`config.mk`:
```
export PLATFORM = sky130hd
export DESIGN_NAME = ascon_perm_seq_flat
export DESIGN_NICKNAME = d
export VERILOG_FILES = /design/src/rtl/ascon_perm_seq_if.sv /design/src/rtl/ascon_perm_seq.sv /design/src/flat_wrapper.sv
export SDC_FILE = /design/constraint.sdc
export NUM_CORES = 2
export LEC_CHECK = 0
export CAP_MARGIN = 20
export CORE_ASPECT_RATIO = 0.9
export CORE_MARGIN = 2
export CORE_UTILIZATION = 33
export CTS_BUF_LIST = sky130_fd_sc_hd__clkbuf_8
export CTS_CLUSTER_DIAMETER = 150
export CTS_CLUSTER_SIZE = 14
export DETAILED_ROUTE_END_ITERATION = 8
export PLACE_DENSITY = 0.56
export RECOVER_POWER = 25
export REMOVE_ABC_BUFFERS = 1
export SETUP_SLACK_MARGIN = 0.05
export SLEW_MARGIN = 20
export SYNTH_ARGS = -nofsm -noshare
export SYNTH_HDL_FRONTEND = slang
export SYNTH_SLANG_ARGS = --single-unit
```
`constraint.sdc`:
```
create_clock -name g_clk -period 3.5 [get_ports g_clk]
set_input_delay 0.7 -clock g_clk [delete_from_list [all_inputs] [get_ports g_clk]]
set_output_delay 0.7 -clock g_clk [all_outputs]
set_load 0.01 [all_outputs]
```
`src/rtl/ascon_perm_seq_if.sv`:
```
// Request/response handshake bundle for the Ascon-p permutation engine.
// The master is the requester (drives the state in, takes the result),
// the slave is the engine.
interface ascon_perm_seq_if;
  logic         in_valid;
  logic         in_ready;
  logic [3:0]   rounds;
  logic [319:0] state_in;
  logic         out_valid;
  logic         out_ready;
  logic [319:0] state_out;

  modport master (
    output in_valid, rounds, state_in, out_ready,
    input  in_ready, out_valid, state_out
  );

  modport slave (
    input  in_valid, rounds, state_in, out_ready,
    output in_ready, out_valid, state_out
  );
endinterface

```
`src/rtl/ascon_perm_seq.sv`:
```
// Iterative Ascon-p permutation: one round per clock, 0..12 rounds per job.
// Word packing is {x0,x1,x2,x3,x4} with x0 in the top 64 bits. A job with
// nr rounds runs rounds r = 12-nr .. 11, so shortened permutations use the
// tail of the round-constant schedule. A zero-round job still spends one
// pass-through cycle in RUN, giving the one-cycle minimum latency.
module ascon_perm_seq (
  input  logic              g_clk,
  input  logic              g_rst,
  ascon_perm_seq_if.slave   bus
);

  typedef enum logic [1:0] {
    IDLE = 2'd0,
    RUN  = 2'd1,
    DONE = 2'd2
  } fsm_e;

  // Per-word diffusion: x ^ ror(x,a) ^ ror(x,b), same as the sigma ISE stage.
  function automatic logic [63:0] sigma(input logic [63:0] x,
                                        input int unsigned a,
                                        input int unsigned b);
    return x ^ ((x >> a) | (x << (64 - a))) ^ ((x >> b) | (x << (64 - b)));
  endfunction

  // One full Ascon round: constant addition, bitsliced S-box, linear layer.
  function automatic logic [319:0] ascon_round(input logic [319:0] s,
                                               input logic [3:0]   r);
    logic [63:0] x0, x1, x2, x3, x4;
    logic [63:0] t0, t1, t2, t3, t4;
    // NOTE: function locals are combinational temporaries, so blocking '='
    // is correct here; each line sees the value produced by the line above.
    x0 = s[319:256];
    x1 = s[255:192];
    x2 = s[191:128];
    x3 = s[127:64];
    x4 = s[63:0];

    x2 = x2 ^ {56'b0, 4'hF - r, r};

    x0 = x0 ^ x4;
    x4 = x4 ^ x3;
    x2 = x2 ^ x1;
    t0 = ~x0 & x1;
    t1 = ~x1 & x2;
    t2 = ~x2 & x3;
    t3 = ~x3 & x4;
    t4 = ~x4 & x0;
    x0 = x0 ^ t1;
    x1 = x1 ^ t2;
    x2 = x2 ^ t3;
    x3 = x3 ^ t4;
    x4 = x4 ^ t0;
    x1 = x1 ^ x0;
    x0 = x0 ^ x4;
    x3 = x3 ^ x2;
    x2 = ~x2;

    x0 = sigma(x0, 19, 28);
    x1 = sigma(x1, 61, 39);
    x2 = sigma(x2, 1, 6);
    x3 = sigma(x3, 10, 17);
    x4 = sigma(x4, 7, 41);
    return {x0, x1, x2, x3, x4};
  endfunction

  fsm_e         fsm_q, fsm_d;
  logic [319:0] st_q, st_d;
  logic [3:0]   nr_q, nr_d;
  logic [3:0]   i_q, i_d;
  logic         in_ready_q, in_ready_d;
  logic         out_valid_q, out_valid_d;

  logic [3:0]   rnd;
  logic [319:0] round_out;
  logic         last_round;

  // Round datapath: current round index and the state after one round.
  always_comb begin
    rnd        = 4'd12 - nr_q + i_q;
    round_out  = ascon_round(st_q, rnd);
    last_round = (nr_q == 4'd0) || (i_q == nr_q - 4'd1);
  end

  // Next-state logic for the IDLE -> RUN -> DONE sequencer and its outputs.
  always_comb begin
    // NOTE: every _d signal takes its hold value first so that no path
    // through the case statement leaves it unassigned (no latches).
    fsm_d       = fsm_q;
    st_d        = st_q;
    nr_d        = nr_q;
    i_d         = i_q;
    in_ready_d  = in_ready_q;
    out_valid_d = out_valid_q;

    unique case (fsm_q)
      IDLE: begin
        if (bus.in_valid) begin
          st_d       = bus.state_in;
          nr_d       = (bus.rounds > 4'd12) ? 4'd12 : bus.rounds;
          i_d        = 4'd0;
          in_ready_d = 1'b0;
          fsm_d      = RUN;
        end
      end
      RUN: begin
        if (nr_q != 4'd0) begin
          st_d = round_out;
          i_d  = i_q + 4'd1;
        end
        if (last_round) begin
          out_valid_d = 1'b1;
          fsm_d       = DONE;
        end
      end
      DONE: begin
        if (bus.out_ready) begin
          out_valid_d = 1'b0;
          in_ready_d  = 1'b1;
          fsm_d       = IDLE;
        end
      end
      default: begin
        fsm_d       = IDLE;
        in_ready_d  = 1'b1;
        out_valid_d = 1'b0;
      end
    endcase
  end

  // State and registered handshake outputs, synchronous active-high reset.
  always_ff @(posedge g_clk) begin
    if (g_rst) begin
      fsm_q       <= IDLE;
      // NOTE: the wide state register is reset on purpose: state_out is
      // visible in every state and must read zero after reset.
      st_q        <= '0;
      nr_q        <= 4'd0;
      i_q         <= 4'd0;
      in_ready_q  <= 1'b1;
      out_valid_q <= 1'b0;
    end else begin
      fsm_q       <= fsm_d;
      st_q        <= st_d;
      nr_q        <= nr_d;
      i_q         <= i_d;
      in_ready_q  <= in_ready_d;
      out_valid_q <= out_valid_d;
    end
  end

  assign bus.in_ready  = in_ready_q;
  assign bus.out_valid = out_valid_q;
  assign bus.state_out = st_q;

endmodule
```
`src/flat_wrapper.sv`:
```
// flat-port wrapper written by rule: the top's interface ports become plain ports
module ascon_perm_seq_flat 
  (g_clk, g_rst, bus_in_valid, bus_rounds, bus_state_in, bus_out_ready, bus_in_ready, bus_out_valid, bus_state_out);
  ascon_perm_seq_if bus_i ();
  input  logic g_clk;
  input  logic g_rst;
  input wire logic [$bits(bus_i.in_valid)-1:0] bus_in_valid;
  input wire logic [$bits(bus_i.rounds)-1:0] bus_rounds;
  input wire logic [$bits(bus_i.state_in)-1:0] bus_state_in;
  input wire logic [$bits(bus_i.out_ready)-1:0] bus_out_ready;
  output wire logic [$bits(bus_i.in_ready)-1:0] bus_in_ready;
  output wire logic [$bits(bus_i.out_valid)-1:0] bus_out_valid;
  output wire logic [$bits(bus_i.state_out)-1:0] bus_state_out;
  assign bus_i.in_valid = bus_in_valid;
  assign bus_i.rounds = bus_rounds;
  assign bus_i.state_in = bus_state_in;
  assign bus_i.out_ready = bus_out_ready;
  assign bus_in_ready = bus_i.in_ready;
  assign bus_out_valid = bus_i.out_valid;
  assign bus_state_out = bus_i.state_out;
  ascon_perm_seq u_core (.g_clk(g_clk), .g_rst(g_rst), .bus(bus_i));
endmodule
```
==> impl_metrics.py <==
metrics = {
    "layout": {
        "area_delta_synth_final_pct": 32.2,
        "multi_input_area_um2": 21900,
        "regArea_um2": 6650,
        "design_area_um2": 39600,
        "nets": 4830,
        "fillerInstances": 9084,
        "drive_above_1_share_pct": 8.20,
        "final_util_pct": 44.2,
    },
    "critical_path": {
        "cp_slowest_cell": "inv_1",
        "crit_required_ns": 4.11,
        "worstPathCellList": "buf_6, inv_1, nand3_1, clkbuf_4, o22ai_1",
        "critical_path_class": "in2reg",
        "end_kind": "flip-flop",
        "r2r_start": "u_core.nr_q[1]$_SDFFE_PP0P_",
        "rr_endpoint": "u_core.bus.state_out[299]$_SDFFE_PP0P_",
        "cp-start-kind": "input pin",
        "arrival_ns": 4.00,
        "cp_max_fo": 55,
        "rrSetupSlack_ns": 0.22,
        "r2r_cells": 15,
        "critical_path.max_stage_delay_ns": 1.78,
    },
    "clocking": {
        "h-tree-depth": 1,
        "cts-buffers-inserted": 27,
        "cts_tree": "built",
        "clk_pin_slew_worst_paths_ns": 0.10,
        "cts_buffer_depth": 3,
        "cts_root_buf": "clkbuf_8",
        "clk_latency_ns": 0.73,
        "hold_buffers": 0,
        "cts_num_sinks": 332,
    },
    "logic_synthesis": {
        "yosysTopAreaCellShare_pct": 22.2,
        "synthDistinctLibCells": 46,
        "ys_seq_area_share_pct": 22.2,
        "syn-cell-area_um2": 30000,
        "yosysMostFrequentCell": "xnor2_1",
        "ys_top_cells_by_count": "567 x xnor2_1, 338 x xor2_1, 332 x dfxtp_1, 331 x nor2_1, 305 x nand2_1",
        "yosysTopAreaCell": "dfxtp_1",
        "yosysWarnings": 0,
        "syn_inst": 3656,
        "ys_ff_latch": 332,
        "async_flop_share_pct": 0,
        "netlist_top_cells_area": "dfxtp_1 22%, xnor2_1 17%, xor2_1 9.9%",
        "synth-main-ff-cell": "dfxtp_1",
        "synth_enable_flop_cells": 0,
        "syn_area_per_cell_um2": 8.20,
    },
    "power_and_ir_drop": {
        "finalPower_w": 0.0468,
        "p_clk_share_pct": 5.1,
        "pwr-share-comb_pct": 82.3,
        "power_density_nw_per_um2": 1180,
        "switching_power_w": 0.0259,
        "ir_worst_vdd_mv": 0.440,
        "p_sw_share_pct": 55.3,
        "p_leak_nw": 15.3,
        "pwr-share-seq_pct": 12.6,
        "p_int_w": 0.0209,
    },
    "floorplanning": {
        "rows": 104,
        "start_util_pct": 33.4,
        "ioPinCount": 650,
        "core_region_area_um2": 89700,
        "die-area_um2": 93200,
        "dieWidth_um": 322,
        "die_h_um": 290,
    },
    "grt": {
        "first_global_vias": 28800,
        "grt_max_degree": 159,
        "grt_overflow": 0,
        "grt.total_usage_pct": 34.8,
        "grt_antenna_before_repair": 9,
        "grt_pass1_wl_mm": 230,
    },
    "drt": {
        "dr.first_iter.drc_count": 3667,
        "drc": 0,
        "wirelength_mm": 169,
        "routed-via-count": 30800,
        "routedWlPerCell_um": 30.6,
        "postRouteAntennaNets": 0,
        "viasPerCell": 5.57,
        "firstDrtPassIters": 5,
    },
    "sta": {
        "min_period_over_period_pct": 97.0,
        "slew_violations": 54,
        "skew_ns": 0.0373,
        "tns_ns": 0,
        "slew-limit-headroom_pct": -71.2,
        "setup_violations": 0,
        "rsz0062_at_grt": "false",
        "period_minus_slack_ns": 3.39,
        "hold_violations": 0,
        "tightestPinTransition_ns": 2.57,
        "fmax_mhz": 295,
        "timing.hold.ws_ns": 0.500,
    },
    "place": {
        "gp_congestion": 1.03,
        "placed_area_um2": 39100,
        "port_buffers": 649,
        "dp_hpwl_mm": 139,
    },
    "run_status": {
        "violations": "capacitance limit, slew limit",
        "status": "complete, but fails checks",
    },
    "run": {
        "drv_cap": 1,
    },
    "min_path": {
        "worstHoldStart": "u_core.bus.state_out[86]$_SDFFE_PP0P_",
        "holdPathStages": 2,
        "hold_end": "u_core.bus.state_out[86]$_SDFFE_PP0P_",
        "hp-class": "reg2reg",
    },
}
## metal layers
layer,global-route usage [%],part of all wire [%]
met2,54.6,44
met5,0,0.024
met3,7.08,9.9
met4,15.1,5.3
met1,46.2,41
## cells by family after synthesis
logic type                 after synthesis  synth area share (%)
xor gates and xnor gates              1030                  34.7
and+or+nand+nor                        967                  14.7
AOI/OAI and AO/OA                      703                  14.4
buffers and inverters                  401                  5.35
DFF                                    332                  22.2
adders and majority gates              200                  7.86
muxes                                   23                 0.852
## power by group through the flow
stage / Sequential [W] / Clock (W) / Combinational (W)
4_1_cts: 0.00585 / 0.00239 / 0.0375
3_5_place_dp: 0.00593 / 0 / 0.0372
3_3_place_gp: 0.00594 / 0 / 0.0371
6_report: 0.00590 / 0.00239 / 0.0385
2_1_floorplan: 0.00574 / 0 / 0.0207
5_1_grt: 0.00595 / 0.00249 / 0.0395
## placed cells by master, fill, tap and decap left out, types with 7 or more instances in the layout
| cell | n |
|---|---|
| clkdlybuf4s50_1 | 609 |
| xnor2_1 | 556 |
| xor2_1 | 335 |
| dfxtp_1 | 332 |
| nor2_1 | 331 |
| nand2_1 | 305 |
| buf_4 | 200 |
| o21ai_0 | 197 |
| inv_1 | 194 |
| a21oi_1 | 162 |
| ha_1 | 133 |
| nand3_1 | 132 |
| or3_1 | 128 |
| a41oi_1 | 127 |
| o21ai_1 | 84 |
| a211oi_1 | 65 |
| xnor3_1 | 64 |
| maj3_1 | 60 |
| xnor2_2 | 55 |
| a31oi_1 | 46 |
| and4_1 | 45 |
| dlygate4sd3_1 | 39 |
| clkbuf_8 | 27 |
| mux2i_1 | 21 |
| buf_12 | 18 |
| xor2_2 | 14 |
| and3_1 | 13 |
| o22ai_1 | 13 |
| inv_2 | 7 |
## worst max-delay path, delay by kind of cell
kind	cells	cell delay, ns
compound gates	1	0.33
buf+inv	3	2.58
simple gates	1	0.32
## sequential cells by signal, summed over array words and instances, names as in the netlist
name                  count
u_core.fsm_q              2
u_core.bus.out_valid      1
u_core.bus.state_out    320
u_core.bus.in_ready       1
u_core.nr_q               4
u_core.i_q                4
## layout make-up
cell class,count,share of cell area [%]
multi-input cells,2923,55.3
inverters,201,1.91
clock inverters,1,0.0758
diodes,2,0.0126
flip-flops and latches,332,16.8
clock buffers,27,0.938
well taps,1166,3.68
repair buffers,881,21.3
## worst max path at each step
stage | from | end | slack (ns)
after floorplan | u_core.fsm_q[0]$_SDFFE_PP0P_ | u_core.bus.state_out[192]$_SDFFE_PP0P_ | -12.41
after global routing | u_core.nr_q[1]$_SDFFE_PP0P_ | u_core.bus.state_out[294]$_SDFFE_PP0P_ | 0.04
final | g_rst | u_core.bus.state_out[222]$_SDFFE_PP0P_ | 0.11
after CTS | u_core.nr_q[1]$_SDFFE_PP0P_ | u_core.bus.state_out[118]$_SDFFE_PP0P_ | 0.05
after global placement | u_core.nr_q[1]$_SDFFE_PP0P_ | u_core.bus.state_out[71]$_SDFFE_PP0P_ | 0.04
after detailed placement | u_core.nr_q[1]$_SDFFE_PP0P_ | u_core.bus.state_out[118]$_SDFFE_PP0P_ | -0.02
## timing repair
item                                   in CTS  in global routing
endpoints found under the hold margin       0                  0
pin swaps                                   0                 16
setup endpoints to repair                  10                 24
setup buffers                               0                  3
gates resized for setup                     5                 21
## stage by stage
stage               instances  setup slack (ns)
floorplan                3456            -12.41
global placement         5500            0.0430
detailed placement       5500           -0.0182
CTS                      5528            0.0541
global route             5532            0.0433
finish                   5533             0.106
Power figures use the tool's default switching activity.
